## src/rtl/hazard_ctrl_pkg.sv

```systemverilog
// Shared types and widths for the pipeline hazard controller.
// Holds the FSM encoding, register-index and counter widths, and the load-use test.
package hazard_ctrl_pkg;

   localparam int REG_IDX_W = 5;
   localparam int CNT_W     = 16;

   typedef enum logic {
      ST_RUN     = 1'b0,
      ST_MC_WAIT = 1'b1
   } state_e;

   // A load in EX whose destination feeds the instruction in ID; x0 never hazards.
   function automatic logic load_use_hazard(
      input logic                 id_valid,
      input logic                 ex_memread,
      input logic [REG_IDX_W-1:0] ex_rd,
      input logic [REG_IDX_W-1:0] rs1,
      input logic [REG_IDX_W-1:0] rs2
   );
      return id_valid & ex_memread & (ex_rd != '0) & ((ex_rd == rs1) | (ex_rd == rs2));
   endfunction

endpackage

```

## src/rtl/hazard_ctrl_sat_counter.sv

```systemverilog
// Saturating up-counter: counts enabled cycles, sticks at all-ones.
module sat_counter
   import hazard_ctrl_pkg::*;
#(
   parameter int W = CNT_W
) (
   input  logic         i_clk,
   input  logic         i_rst_n,
   input  logic         i_inc,
   output logic [W-1:0] o_count
);

   logic [W-1:0] r_count;
   logic         w_at_max;

   assign w_at_max = &r_count;

   always_ff @(posedge i_clk) begin
      if (!i_rst_n) begin
         r_count <= '0;
      end else if (i_inc && !w_at_max) begin
         r_count <= r_count + W'(1);
      end
   end

   assign o_count = r_count;

endmodule

```

## src/rtl/hazard_ctrl.sv

```systemverilog
// Pipeline hazard controller: multi-cycle stalls, load-use stalls and branch flushes,
// with saturating stall/flush event counters.
module hazard_ctrl
   import hazard_ctrl_pkg::*;
(
   input  logic                 clk_i,
   input  logic                 rst_i,
   input  logic                 id_valid_i,
   input  logic [REG_IDX_W-1:0] id_rs1_i,
   input  logic [REG_IDX_W-1:0] id_rs2_i,
   input  logic                 id_ex_memread_i,
   input  logic [REG_IDX_W-1:0] id_ex_rd_i,
   input  logic                 ex_mc_req_i,
   input  logic                 mc_done_i,
   input  logic                 branch_taken_i,
   output logic                 pc_write_o,
   output logic                 if_id_write_o,
   output logic                 id_ex_write_o,
   output logic                 if_id_flush_o,
   output logic                 id_ex_flush_o,
   output logic                 ex_mem_bubble_o,
   output logic                 mc_start_o,
   output logic                 busy_o,
   output logic [CNT_W-1:0]     stall_cnt_o,
   output logic [CNT_W-1:0]     flush_cnt_o
);

   state_e r_state;
   state_e w_state_nxt;
   logic   w_load_use;

   assign w_load_use = load_use_hazard(id_valid_i, id_ex_memread_i, id_ex_rd_i,
                                       id_rs1_i, id_rs2_i);

   always_ff @(posedge clk_i) begin
      if (!rst_i) begin
         r_state <= ST_RUN;
      end else begin
         r_state <= w_state_nxt;
      end
   end

   // Priority in RUN: multi-cycle request, then load-use, then branch flush.
   always_comb begin
      w_state_nxt     = r_state;
      pc_write_o      = 1'b1;
      if_id_write_o   = 1'b1;
      id_ex_write_o   = 1'b1;
      if_id_flush_o   = 1'b0;
      id_ex_flush_o   = 1'b0;
      ex_mem_bubble_o = 1'b0;
      mc_start_o      = 1'b0;

      if (!rst_i) begin
         w_state_nxt   = ST_RUN;
         pc_write_o    = 1'b0;
         if_id_write_o = 1'b0;
         id_ex_write_o = 1'b0;
      end else begin
         case (r_state)
            ST_RUN: begin
               if (ex_mc_req_i) begin
                  mc_start_o      = 1'b1;
                  pc_write_o      = 1'b0;
                  if_id_write_o   = 1'b0;
                  id_ex_write_o   = 1'b0;
                  ex_mem_bubble_o = 1'b1;
                  w_state_nxt     = ST_MC_WAIT;
               end else if (w_load_use) begin
                  pc_write_o    = 1'b0;
                  if_id_write_o = 1'b0;
                  id_ex_flush_o = 1'b1;
               end else if (branch_taken_i) begin
                  if_id_flush_o = 1'b1;
               end
            end
            ST_MC_WAIT: begin
               if (mc_done_i) begin
                  w_state_nxt = ST_RUN;
               end else begin
                  pc_write_o      = 1'b0;
                  if_id_write_o   = 1'b0;
                  id_ex_write_o   = 1'b0;
                  ex_mem_bubble_o = 1'b1;
               end
            end
         endcase
      end
   end

   assign busy_o = (r_state == ST_MC_WAIT);

   sat_counter #(.W(CNT_W)) u_stall_cnt (
      .i_clk   (clk_i),
      .i_rst_n (rst_i),
      .i_inc   (~pc_write_o),
      .o_count (stall_cnt_o)
   );

   sat_counter #(.W(CNT_W)) u_flush_cnt (
      .i_clk   (clk_i),
      .i_rst_n (rst_i),
      .i_inc   (if_id_flush_o),
      .o_count (flush_cnt_o)
   );

endmodule

```

## config.mk

```make
export PLATFORM = sky130hd
export DESIGN_NAME = hazard_ctrl
export DESIGN_NICKNAME = d
export VERILOG_FILES = /design/src/rtl/hazard_ctrl_pkg.sv /design/src/rtl/hazard_ctrl_sat_counter.sv /design/src/rtl/hazard_ctrl.sv
export SDC_FILE = /design/constraint.sdc
export NUM_CORES = 1
export LEC_CHECK = 0
export ABC_CLOCK_PERIOD_IN_PS = 2600
export BUFFER_PORTS_ARGS = -buffer_cell sky130_fd_sc_hd__clkbuf_2
export CORE_MARGIN = 3
export CORE_UTILIZATION = 50
export CTS_BUF_LIST = sky130_fd_sc_hd__clkbuf_8 sky130_fd_sc_hd__clkbuf_16
export DETAILED_ROUTE_END_ITERATION = 8
export GPL_ROUTABILITY_DRIVEN = 0
export PLACE_DENSITY = 0.87
export SETUP_SLACK_MARGIN = 0.15
export SLEW_MARGIN = 20
export SYNTH_ARGS = -nofsm -noshare
export SYNTH_HDL_FRONTEND = slang
export SYNTH_SLANG_ARGS = --single-unit
```

## constraint.sdc

```tcl
create_clock -name clk_i -period 2.6 [get_ports clk_i]
set_input_delay 0.39 -clock clk_i [delete_from_list [all_inputs] [get_ports clk_i]]
set_output_delay 0.39 -clock clk_i [all_outputs]
set_load 0.02 [all_outputs]
```

==> Word level (Yosys, flattened, before mapping) <==
Cells that the tools add are included.
{ "totals": {"reg_bits": 33, "latch_bits": 0, "ramBits": 0, "mem_bits_ro": 0, "elab_cells": 43, "mem_count": 0} }
{ "op_classes": {"addsub": 2, "mul": 0, "div": 0, "magnitude_cmp": 0, "n_eq_ne": 2, "n_shift": 0, "muxes": 23, "n_bitwise": 6, "reduce_logical": 7} }
{ "op_table": {"columns": ["cell", "count"], "rows": [
  ["$add A16 B1 Y16 const B", 2],
  ["$reduce_and A16 Y1", 2],
  ["$mux W1", 20],
  ["$eq A5 B5 Y1", 2],
  ["$pmux W1 S2", 3],
  ["$reduce_bool A5 Y1", 1],
  ["$and A1 B1 Y1", 3],
  ["$logic_and A1 B1 Y1", 2],
  ["$logic_not A1 Y1", 2],
  ["$not A1 Y1", 2],
  ["$or A1 B1 Y1", 1]
]} }

==> Longest topological paths before layout <==
Gate-level depths: netlist (run 1).
{ "depth": {"word_depth": 9, "mapped_depth": 8} }

==> Hierarchy <==
Synthesis (run 1) repeated with hierarchy kept, for this count alone.
{ "hier_totals": {"hier_cells": 224, "area_unflattened_um2": 1836.8} }
{ "by_module_without_submodules": {"columns": ["module", "n_inst", "cells_per_inst", "area_each_um2"], "rows": [
  ["sat_counter", 2, 95, 799.5],
  ["hazard_ctrl", 1, 34, 237.7]
]} }

==> Least setup slack after synthesis (run 1) <==
Ideal clock, no wire load.
{ "synth_path": {"path_kind": "input-to-output", "start": "in id_ex_rd_i[0]", "end": "out pc_write_o", "t_arrival_ns": 2.102, "path_slack_ns": 0.108, "cell_stages": 5, "cell_sequence": "or3_1 > o311a_4 > and2_1 > a21boi_0 > buf_4"} }
{ "synth_via": {"elab_chain_len": 7, "elab_cells_between_ends": 10, "cone_classes": "2 x eq/ne; 4 x mux; 3 x bitwise; 1 x reduce/logical"} }
{ "synth_lines": {"columns": ["item", "line", "rtl"], "rows": [
  ["start, declared", "hazard_ctrl.sv:12", "input logic [REG_IDX_W-1:0] id_ex_rd_i,"],
  ["$eq A5 B5 Y1 / $reduce_bool A5 Y1 (equally long branches)", "hazard_ctrl_pkg.sv:21", "return id_valid & ex_memread & (ex_rd != '0) & ((ex_rd == rs1) | (ex_rd == rs2));"],
  ["$or A1 B1 Y1 / $and A1 B1 Y1 (equally long branches)", "hazard_ctrl_pkg.sv:21", null],
  ["$and A1 B1 Y1 *", "hazard_ctrl_pkg.sv:21", null],
  ["$mux W1 * (2 in series)", null, null],
  ["$pmux W1 S2 *", null, null],
  ["$mux W1 *", null, null],
  ["end, declared", "hazard_ctrl.sv:16", "output logic pc_write_o,"]
]} }
Every way passes the cells marked *; elsewhere a longest branch is shown, timed or not.

==> Worst setup path after layout (run 1) <==
{ "layout_path": {"start": "in id_ex_rd_i[0]", "end": "out if_id_write_o"} }
{ "layout_via": {"elab_chain_len": 7, "elab_cells_between_ends": 10, "cone_classes": "2 x eq/ne; 4 x mux; 3 x bitwise; 1 x reduce/logical"} }
{ "layout_lines": {"columns": ["item", "line", "rtl"], "rows": [
  ["$eq A5 B5 Y1 / $reduce_bool A5 Y1 (equally long branches)", "hazard_ctrl_pkg.sv:21", null],
  ["$or A1 B1 Y1 / $and A1 B1 Y1 (equally long branches)", "hazard_ctrl_pkg.sv:21", null],
  ["$and A1 B1 Y1 *", "hazard_ctrl_pkg.sv:21", null],
  ["$mux W1 *", "hazard_ctrl.sv:69", "end else if (w_load_use) begin"],
  ["$mux W1 *", "hazard_ctrl.sv:62", "if (ex_mc_req_i) begin"],
  ["$pmux W1 S2 *", "hazard_ctrl.sv:60", "case (r_state)"],
  ["$mux W1 *", "hazard_ctrl.sv:54", "if (!rst_i) begin"],
  ["end, declared", "hazard_ctrl.sv:17", "output logic if_id_write_o,"]
]} }
Marks and branches as above.

==> run metrics, run 1 <==
Max Cap Violations=0; number of I/O pins=62; placed instance count=321; clock skew after layout=0.00180 ns; Final Hold Viols=0; Post-CTS Hold Buffers=0; cell at the root of the clock tree=sky130_fd_sc_hd__clkbuf_8; worst hold slack after final layout=0.417 ns; category of the most critical setup path=in2out; count of standard-cell rows=21; number of vias per cell after detailed routing=5.71; switching component of the power=~0.27 mW; final-report max-slew violation count=0; count of different cell masters after synthesis=42; DRT antenna net count=0; Chip Height=66.9 um; starting DRC count in detailed routing=92; kind of end point of the critical path=output pin; global-route total usage across every layer=19.6%; CTS max path bufs=2; Core Region=3440 um2; Worst Setup Slack post-DPL=0.335 ns; Slew headroom=approximately two thirds; cell-by-cell trace of the critical path=clkbuf_2 -> or3_1 -> o311a_4 -> and2_1 -> a21boi_1 -> clkbuf_2; number of inserted diodes=0; Sw Ratio=between 20% and 30%; Die W=66.9 um; wire length of the first global-routing pass=6840 um; Reg-to-Reg Start=u_flush_cnt.o_count[0]$_SDFFE_PN0P_; setup slack on the worst flop-to-flop path=roughly 0.42 ns; overall via count from detail_route=1877; Worst Hold Launch=ex_mc_req_i; maximum number of pins on one net before global-route repair=29; Final min period=roughly 2.2 ns; fraction of final layout cells with drive strength greater than 1=27.6%; highest net fanout along the worst path=5; number of enable flip-flop cells after synthesis=0; TritonCTS buffer count=5; count of cells resized by post-cts repair=0; setup violation total in the final timing report=0; capture instance of the worst register-to-register path=u_flush_cnt.o_count[15]$_SDFFE_PN0P_; Synth area leader=sky130_fd_sc_hd__dfxtp_1; Post-Route WL=about 4400 um; run status=completed; Post-Syn Nets=243; crit share post-route=85.7%; area share of the largest cell type after synthesis=35.6%; post-synthesis register bit count=33; worst hold path cell count=3; number of antenna violations at the first check in global routing=0; share of the yosys chip area belonging to registers=35.6%; DRC violation count after routing=0; number of detailed-routing iterations run before antenna repair=4; synthesis-to-finish area growth=22.5%; Final Power=1.02 mW; power share of the sequential group=between 50% and 60%; via count of the first global-routing pass=roughly 1.6k; commonest cells after routing, fill and taps aside=61 x sky130_fd_sc_hd__clkbuf_2, 33 x sky130_fd_sc_hd__dfxtp_1, 22 x sky130_fd_sc_hd__a21oi_1, 19 x sky130_fd_sc_hd__nand2_1, 16 x sky130_fd_sc_hd__nand3_1; fraction of registers with async set/reset=0%; final global-route overflow total=0; synthesized cell area=1860 um2; routed wire length per instance=between 10 and 15 um; PortBufs=61; critical-path cell with the highest stage delay=sky130_fd_sc_hd__or3_1; clock-pin slew on the worst setup and hold paths=0.06 ns; DPL Wire Length=3280 um; biggest cell delay along the critical path=0.39 ns; most used flip-flop cell after synthesis=sky130_fd_sc_hd__dfxtp_1; fraction of power consumed by the clock network=34.8%; CTS tree=done; unrepaired setup endpoints after global routing=no; Syn Area/Cell=8.47 um2; H-tree levels=2; post-layout utilization of the core=66.0%; placed standard-cell area=between 2000 and 2500 um2; Syn. warnings=0; most frequent standard cell in the layout excluding fill and tap cells=sky130_fd_sc_hd__clkbuf_2; Worst Path Arrival=1.84 ns; maximum VDD drop=approximately 260 uV; clk sink count=33; Critical Path Start Type=input port; total leakage power=0.958 nW; path depth of the worst reg2reg path=7; ratio of total power to cell area=approximately 450 nW/um2; internal power component=0.748 mW; initial cell density of the core=53.9%; path type of the worst min-delay path=in2reg; final cell count without fillers=approximately 330; number of nets in the layout=306; terminating pin of the worst hold path=busy_o$_DFF_P_; gate count of the mapped netlist=219; total die area=roughly 4500 um2; fin area=2270 um2; clk_lat worst skew=about 0.28 ns; Most common cell on crit path=sky130_fd_sc_hd__clkbuf_2; maximum achievable frequency=449 MHz; Critical Path RT=2.21 ns; proportion of power drawn by combinational gates=a little over an eighth; dominant cells by area after synthesis=sky130_fd_sc_hd__dfxtp_1 36%, sky130_fd_sc_hd__a21oi_1 5.9%, sky130_fd_sc_hd__xnor2_1 5.2%, sky130_fd_sc_hd__or3_1 5.1%, sky130_fd_sc_hd__nand3_1 4.3%; final worst setup slack=around 0.37 ns; setup repair bufs after CTS=0; actual slew at the worst max-slew pin=~0.5 ns; setup total negative slack=0 ns
how the worst max path moves through the flow:
stage	endpoint	start	cells after the start	slack, ns
after floorplan	pc_write_o	id_ex_rd_i[0]	5	0.31
after global placement	u_flush_cnt.o_count[15]$_SDFFE_PN0P_	id_ex_rd_i[0]	6	0.36
after detailed placement	u_flush_cnt.o_count[15]$_SDFFE_PN0P_	id_ex_rd_i[0]	6	0.33
after CTS	if_id_write_o	id_ex_rd_i[0]	6	0.36
after global routing	if_id_write_o	id_ex_rd_i[0]	6	0.27
final	if_id_write_o	id_ex_rd_i[0]	6	0.37
registers in the layout (all words and copies together), names as in the netlist:
signal / count
u_stall_cnt.o_count: 16
u_flush_cnt.o_count: 16
busy_o: 1
metal layers:
layer  part of all wire (%)  track usage (%)  vias up
li1                       -                -      942
met1                     45             24.3      874
met2                     46             32.4       57
met3                    8.1             5.40        4
met4                   0.57             6.33        0
met5                      0                0        -
worst max-delay path, delay by kind of cell:
family          cells  cell delay [ns]
compound gates      2             0.56
buf+inv             2             0.32
simple gates        2             0.57
synthesized netlist by cell type (all sizes together) (3+ instances only):
master and n:
o31ai 4, or4 3, buf 5, xnor2 11, inv 5, nor2 7, o21ai 15, clkbuf 4
nand3 16, and3 11, nand2 19, and2 5, nand2b 5, and4 5, dfxtp 33, a21oi 23
or3 15, mux2i 6, nand4 6
power by group through the flow:
stage / clock, mW / sequential, mW / combinational [mW]
2_1_floorplan: 0 / 0.545 / 0.0847
3_3_place_gp: 0 / 0.536 / 0.136
3_5_place_dp: 0 / 0.537 / 0.139
4_1_cts: 0.369 / 0.525 / 0.140
5_1_grt: 0.385 / 0.526 / 0.153
6_report: 0.354 / 0.526 / 0.138
cell type report:
type                    count  area (um2)
multi-input cells         172        1120
fillers                   308        1170
clock buffers               5        68.8
well taps                  46        57.6
inverters                   5        18.8
repair buffers             65         335
flip-flops and latches     33         661
clock inverters             3        11.3
logic make-up (layout without fill, tap and decap cells):
kind of cell               count (synthesis)  count (layout)  synth area share [%]
AOI/OAI and AO/OA                         58              58                  22.2
xor gates and xnor gates                  12              12                  5.66
adders and majority gates                  2               2                  1.35
buffers and inverters                     14              78                  3.98
DFF                                       33              33                  35.6
muxes                                      6               6                  3.24
and+or+nand+nor                           94              94                  28.0
No activity file was read; power rests on OpenSTA's default activity.
==> run 2, diff against run 1 <==
- CORE_ASPECT_RATIO: default -> 1.5
==> run 2 against run 1 <==
Via count fell by 2.1%. Critical path depth rose by 1. Die area rose by 0.33%. First-iteration DRC count fell by 21%. Maximum frequency fell by 3.4%. Non-clock buffer count fell by 2. Critical path type is now reg2reg.
==> run metrics, run 2 (synthesis results as in run 1) <==
run status=completed; H-tree levels=2 (unchanged); most frequent standard cell in the layout excluding fill and tap cells=sky130_fd_sc_hd__clkbuf_2; Post-Route WL=4390 um (-0.14%); number of nets in the layout=304 (-0.65%); Worst Path Arrival=2.49 ns (+0.65 ns); number of vias per cell after detailed routing=5.69 (-0.26%); Critical Path RT=2.78 ns (+0.57 ns); DPL Wire Length=3310 um (+1.1%); Max Cap Violations=0 (unchanged); kind of end point of the critical path=flop; global-route total usage across every layer=20.1% (+0.50 points); fraction of final layout cells with drive strength greater than 1=27.4% (-0.16 points); path type of the worst min-delay path=in2reg; count of standard-cell rows=26 (+24%); final cell count without fillers=323 (-1.8%); placed instance count=315 (-1.9%); clk_lat worst skew=0.28 ns (about the same); number of antenna violations at the first check in global routing=0 (unchanged); clock-pin slew on the worst setup and hold paths=0.07 ns (about the same); PortBufs=61 (unchanged); Slew headroom=65.7% (-0.53 points); Final min period=2.30 ns (+0.0776 ns); via count of the first global-routing pass=1804 (+15%); ratio of total power to cell area=456 nW/um2 (+1.8%); Critical Path Start Type=flop; post-layout utilization of the core=64.8% (-1.2 points); total leakage power=0.943 nW (-1.6%); routed wire length per instance=13.6 um (+1.7%); maximum number of pins on one net before global-route repair=29 (unchanged); overall via count from detail_route=1838 (-2.1%); biggest cell delay along the critical path=0.57 ns (+0.18 ns); synthesis-to-finish area growth=21.6%; Final Hold Viols=0 (unchanged); Die W=55.7 um (-17%); number of detailed-routing iterations run before antenna repair=4 (unchanged); clk sink count=33 (unchanged); number of inserted diodes=0 (unchanged); fill count=295 (-4.2%); commonest cells after routing, fill and taps aside=61 x sky130_fd_sc_hd__clkbuf_2, 33 x sky130_fd_sc_hd__dfxtp_1, 22 x sky130_fd_sc_hd__a21oi_1, 19 x sky130_fd_sc_hd__nand2_1, 16 x sky130_fd_sc_hd__nand3_1; crit share post-route=88.6% (+3.0 points); count of cells resized by post-cts repair=0 (unchanged); final global-route overflow total=0 (unchanged); Core Region=3480 um2 (+1.1%); number of I/O pins=62 (unchanged); TritonCTS buffer count=5 (unchanged); category of the most critical setup path=reg2reg; setup total negative slack=0 ns (unchanged); final-report max-slew violation count=0 (unchanged); critical-path cell with the highest stage delay=sky130_fd_sc_hd__a2111oi_4; starting DRC count in detailed routing=73 (-21%); CTS max path bufs=2 (unchanged); maximum VDD drop=409 uV (+56%); unrepaired setup endpoints after global routing=no; worst path buffer plus inverter count=0 (-2); cell family contributing the most delay on the critical path=compound AO/OA/AOI/OAI gates; setup violation total in the final timing report=0 (unchanged); Chip Height=80.6 um (+20%); cell-by-cell trace of the critical path=ha_1 -> and2_1 -> and2_1 -> and3_1 -> a2111oi_4 -> a21oi_1 -> a31o_2; highest net fanout along the worst path=9 (+4); wire length of the first global-routing pass=7340 um (+7.3%); Post-CTS Hold Buffers=0 (unchanged); Most common cell on crit path=sky130_fd_sc_hd__and2_1; maximum achievable frequency=434 MHz (-3.4%); cell at the root of the clock tree=sky130_fd_sc_hd__clkbuf_8; met1 Usage GRT=20.5% (-3.9 points); actual slew at the worst max-slew pin=0.514 ns (+0.00790 ns); grt met2 use=36.7% (+4.3 points); DRC violation count after routing=0 (unchanged); clock skew after layout=0.00672 ns (+0.00492 ns); total die area=4490 um2 (+0.33%); DRT antenna net count=0 (unchanged); setup repair bufs after CTS=0 (unchanged); CTS tree=done; initial cell density of the core=53.3% (-0.60 points); met3 global-route usage=5.14% (-0.25 points); busiest grt layer=met2
==> run 2: cell types whose count changed in the layout (fill, tap and decap cells not counted), sizes merged <==
| cell | change |
|---|---|
| buf | -2 |
| clkinvlp | +1 |
| inv | -1 |
==> run 2: metrics by stage <==
stage               worst slack, ns  hold WS [ns]  area (um2)  total power, mW
detailed placement            0.305         0.480        2170            0.675
finish                        0.295         0.428        2260             1.03
global placement              0.353         0.477        2170            0.671
global route                  0.186         0.435        2260             1.08
floorplan                     0.306         0.550        1860            0.630
CTS                           0.307         0.422        2260             1.04
==> run 2: final cells by class <==
type | count | area, um2 | area share [%]
clock buffers | 5 | 68.8 | 3.05
inverters | 5 | 18.8 | 0.831
clock inverters | 3 | 15.0 | 0.665
repair buffers | 63 | 320 | 14.2
flip-flops and latches | 33 | 661 | 29.3
well taps | 42 | 52.6 | 2.33
multi-input cells | 172 | 1120 | 49.7
==> run 2: final timing paths <==
check | start | cells past startpoint | slack (ns) | endpoint
setup / recovery | u_flush_cnt.o_count[0]$_SDFFE_PN0P_ | 7 | 0.30 | u_flush_cnt.o_count[15]$_SDFFE_PN0P_
setup reg to reg | u_flush_cnt.o_count[0]$_SDFFE_PN0P_ | 7 | 0.30 | u_flush_cnt.o_count[15]$_SDFFE_PN0P_
hold / removal | ex_mc_req_i | 3 | 0.43 | busy_o$_DFF_P_
hold reg to reg | u_flush_cnt.o_count[14]$_SDFFE_PN0P_ | 2 | 0.49 | u_flush_cnt.o_count[14]$_SDFFE_PN0P_
==> run 2: per-layer routing <==
layer,part of all wire (%),vias to the layer above,wire (um)
met5,0,-,0
met4,1.9,0,84
met3,4.2,9,184
met2,53,40,2330
met1,41,851,1780
li1,-,938,-
==> run 2: where the power goes <==
group	switching, mW	total [mW]	internal (mW)
combinational	0.0834	0.138	0.0545
clock	0.186	0.367	0.181
sequential	0.0106	0.525	0.514
==> run 2: worst min-delay path: cells and delay by family <==
kind	cells	cell delay, ns
buffers and inverters	1	0.09
and+or+nand+nor	1	0.09
AOI/OAI and AO/OA	1	0.08
==> run 3, diff against run 2 <==
- ABC_AREA: default -> 1
- CORE_UTILIZATION: 50 -> 35
- PLACE_DENSITY: 0.87 -> 0.65
==> run 3 against run 2 <==
Sequential share of layout area is 4.1 points lower. Die area is 61% higher. Register-to-register slack better by 0.37 ns. Core utilization is 20 points lower. First-iteration DRC count is 62% higher. Final cell count is 43% higher.
==> run metrics, run 3 <==
run status=completed; Final Hold Viols=0 (unchanged); number of inserted diodes=0 (unchanged); clk_lat worst skew=0.28 ns (about the same); Slew headroom=75.6% (+9.9 points); fraction of power consumed by the clock network=37.0% (+1.4 points); most frequent cells after synthesis=84 x sky130_fd_sc_hd__nand2_1, 47 x sky130_fd_sc_hd__nand3_1, 38 x sky130_fd_sc_hd__nor2_1; Reg-to-Reg Start=u_stall_cnt.o_count[0]$_SDFFE_PN0P_; wire length of the first global-routing pass=9450 um (+29%); CTS tree=done; share of the yosys chip area belonging to registers=30.2% (-5.4 points); Chip Height=103 um (+28%); PortBufs=61 (unchanged); power share of the sequential group=50.1% (-0.9 points); post-synthesis register bit count=33 (unchanged); kind of end point of the critical path=flop; cell-by-cell trace of the critical path=ha_1 -> nand3_2 -> nor3b_4 -> nand2_2 -> nor2_4 -> nand2_4 -> nand2_4 -> nand2_1 -> a21oi_1; category of the most critical setup path=reg2reg; synthesized cell area=2190 um2 (+18%); synthesis-to-finish area growth=20.3%; count of different cell masters after synthesis=28 (-33%); Final min period=1.93 ns (-0.370 ns); most used flip-flop cell after synthesis=sky130_fd_sc_hd__dfxtp_1; setup violation total in the final timing report=0 (unchanged); biggest cell delay along the critical path=0.41 ns (-0.16 ns); Max Cap Violations=0 (unchanged); clock skew after layout=0.00415 ns (-0.00257 ns); CTS max path bufs=2 (unchanged); actual slew at the worst max-slew pin=0.366 ns (-0.148 ns); switching component of the power=0.277 mW (-1.0%); count of cells resized by post-cts repair=0 (unchanged); number of nets in the layout=413 (+36%); total leakage power=1.15 nW (+22%); setup total negative slack=0 ns (unchanged); Core Region=5910 um2 (+70%); initial cell density of the core=37.0% (-16 points); Worst Hold Launch=rst_i; gate count of the mapped netlist=328 (+50%); area share of the largest cell type after synthesis=30.2% (-5.4 points); DRT antenna net count=0 (unchanged); CP startpoint=u_stall_cnt.o_count[0]$_SDFFE_PN0P_; Sw Ratio=26.5% (-0.63 points); overall via count from detail_route=2264 (+23%); final-report max-slew violation count=0 (unchanged); fraction of registers with async set/reset=0% (unchanged); most common cell in the synthesized netlist=sky130_fd_sc_hd__nand2_1; via count of the first global-routing pass=2199 (+22%); worst path buffer plus inverter count=0 (unchanged); Worst Path Arrival=2.15 ns (-0.34 ns); final global-route overflow total=0 (unchanged); number of detailed-routing iterations run before antenna repair=4 (unchanged); path type of the worst min-delay path=in2reg; cell at the root of the clock tree=sky130_fd_sc_hd__clkbuf_8; count of standard-cell rows=34 (+31%); highest net fanout along the worst path=17 (+8); global-route total usage across every layer=16.1% (-3.9 points); setup repair bufs after CTS=0 (unchanged); DPL Wire Length=4240 um (+28%); Syn Area/Cell=6.66 um2 (-21%); internal power component=0.766 mW (+2.2%); ratio of total power to cell area=396 nW/um2 (-13%); clk sink count=33 (unchanged); Critical Path RT=2.81 ns (+0.03 ns); maximum achievable frequency=517 MHz (+19%); routed wire length per instance=12.1 um (-11%); TritonCTS buffer count=5 (unchanged); Final Power=1.04 mW (+1.3%); number of I/O pins=62 (unchanged); cell family contributing the most delay on the critical path=simple AND/OR/NAND/NOR gates; number of enable flip-flop cells after synthesis=0 (unchanged); fraction of final layout cells with drive strength greater than 1=22.6% (-4.8 points); Synth area leader=sky130_fd_sc_hd__dfxtp_1; clock-pin slew on the worst setup and hold paths=0.06 ns (about the same); commonest cells after routing, fill and taps aside=84 x sky130_fd_sc_hd__nand2_1, 61 x sky130_fd_sc_hd__clkbuf_2, 47 x sky130_fd_sc_hd__nand3_1, 38 x sky130_fd_sc_hd__nor2_1, 33 x sky130_fd_sc_hd__dfxtp_1; dominant cells by area after synthesis=sky130_fd_sc_hd__dfxtp_1 30%, sky130_fd_sc_hd__nand2_1 14%, sky130_fd_sc_hd__nand3_1 11%, sky130_fd_sc_hd__a21oi_1 6.9%, sky130_fd_sc_hd__nor2_1 6.5%; Post-CTS Hold Buffers=0 (unchanged); maximum number of pins on one net before global-route repair=32 (+10%); most frequent standard cell in the layout excluding fill and tap cells=sky130_fd_sc_hd__nand2_1; maximum VDD drop=301 uV (-26%); proportion of power drawn by combinational gates=12.9% (-0.5 points); H-tree levels=2 (unchanged); number of vias per cell after detailed routing=4.91 (-14%); Die W=70.5 um (+27%); number of antenna violations at the first check in global routing=0 (unchanged); Most common cell on crit path=sky130_fd_sc_hd__nand2_4; crit share post-route=74.4% (-14 points); Post-Route WL=5600 um (+28%); DRC violation count after routing=0 (unchanged); unrepaired setup endpoints after global routing=no; starting DRC count in detailed routing=118 (+62%); critical-path cell with the highest stage delay=sky130_fd_sc_hd__dfxtp_1; Post-Syn Nets=352 (+45%); Critical Path Start Type=flop; total die area=7250 um2 (+61%); Syn. warnings=0 (unchanged)
[run 3: cell types whose count changed after synthesis, moves of 9 or more]
cell                      change
sky130_fd_sc_hd__nand2_1     +65
sky130_fd_sc_hd__nand3_1     +31
sky130_fd_sc_hd__nor2_1      +31
sky130_fd_sc_hd__inv_1       +25
sky130_fd_sc_hd__or3_1       -15
sky130_fd_sc_hd__xor2_1      +15
sky130_fd_sc_hd__and3_1      -11
sky130_fd_sc_hd__o21ai_0      -9
[run 3: worst paths after layout]
path / to / slack (ns) / depth (start not counted)
worst max register to register: u_stall_cnt.o_count[14]$_SDFFE_PN0P_ / 0.67 / 9
worst min-delay path: u_stall_cnt.o_count[12]$_SDFFE_PN0P_ / 0.41 / 3
worst max-delay path: u_stall_cnt.o_count[14]$_SDFFE_PN0P_ / 0.67 / 9
worst min register to register: u_flush_cnt.o_count[14]$_SDFFE_PN0P_ / 0.50 / 2
[run 3: cell families (layout without fill, tap and decap cells)]
kind of cell	after synthesis	in the layout	share of synthesized area (%)
AO/OA/AOI/OAI	34	34	8.59
AND/OR/NAND/NOR	190	190	40.5
buffers and inverters	40	101	7.90
adder cells (fa/ha/maj)	2	2	1.14
flip-flops	33	33	30.2
XOR/XNOR	29	29	11.6
[run 3: final cells by class]
cell class / count / area, um2
Timing Repair Buffer: 64 / 328
Fill cell: 633 / 3280
Sequential cell: 33 / 661
Multi-Input combinational cell: 255 / 1350
Clock inverter: 1 / 3.75
Clock buffer: 6 / 82.6
Inverter: 30 / 113
Tap cell: 72 / 90.1
[run 3: layer usage]
| layer | share of wire (%) | up-vias | routed length (um) | global-route usage [%] |
|---|---|---|---|---|
| met4 | 1.7 | 0 | 93 | 6.78 |
| met3 | 5.4 | 10 | 302 | 3.61 |
| met1 | 40 | 1016 | 2240 | 16.8 |
| met5 | 0 | - | 0 | 0 |
| li1 | - | 1175 | - | - |
| met2 | 53 | 63 | 2960 | 30.9 |
[run 3: per-stage QoR]
step / worst slack [ns] / cell area, um2 / std cells / utilization, % / hold slack (ns)
floorplan: 0.513 / 2190 / 328 / - / 0.511
global placement: 0.708 / 2540 / 454 / 43.0 / 0.473
detailed placement: 0.665 / 2540 / 454 / 43.0 / 0.489
CTS: 0.650 / 2630 / 461 / 44.5 / 0.403
global route: 0.401 / 2630 / 461 / 44.5 / 0.405
finish: 0.665 / 2630 / 461 / 44.5 / 0.414
[run 3: power groups by stage]
stage / logic, mW / clock network (mW) / registers (mW)
4_1_cts: 0.136 / 0.409 / 0.522
3_5_place_dp: 0.136 / 0 / 0.533
3_3_place_gp: 0.134 / 0 / 0.533
5_1_grt: 0.149 / 0.429 / 0.522
6_report: 0.135 / 0.386 / 0.522
2_1_floorplan: 0.0793 / 0 / 0.541
[run 3: worst register-to-register path, cell delays in order, from the launching register on]
cell,delay [ns]
sky130_fd_sc_hd__dfxtp_1,0.41
sky130_fd_sc_hd__ha_1,0.23
sky130_fd_sc_hd__nand3_2,0.13
sky130_fd_sc_hd__nor3b_4,0.30
sky130_fd_sc_hd__nand2_2,0.13
sky130_fd_sc_hd__nor2_4,0.12
sky130_fd_sc_hd__nand2_4,0.14
sky130_fd_sc_hd__nand2_4,0.21
sky130_fd_sc_hd__nand2_1,0.07
sky130_fd_sc_hd__a21oi_1,0.13
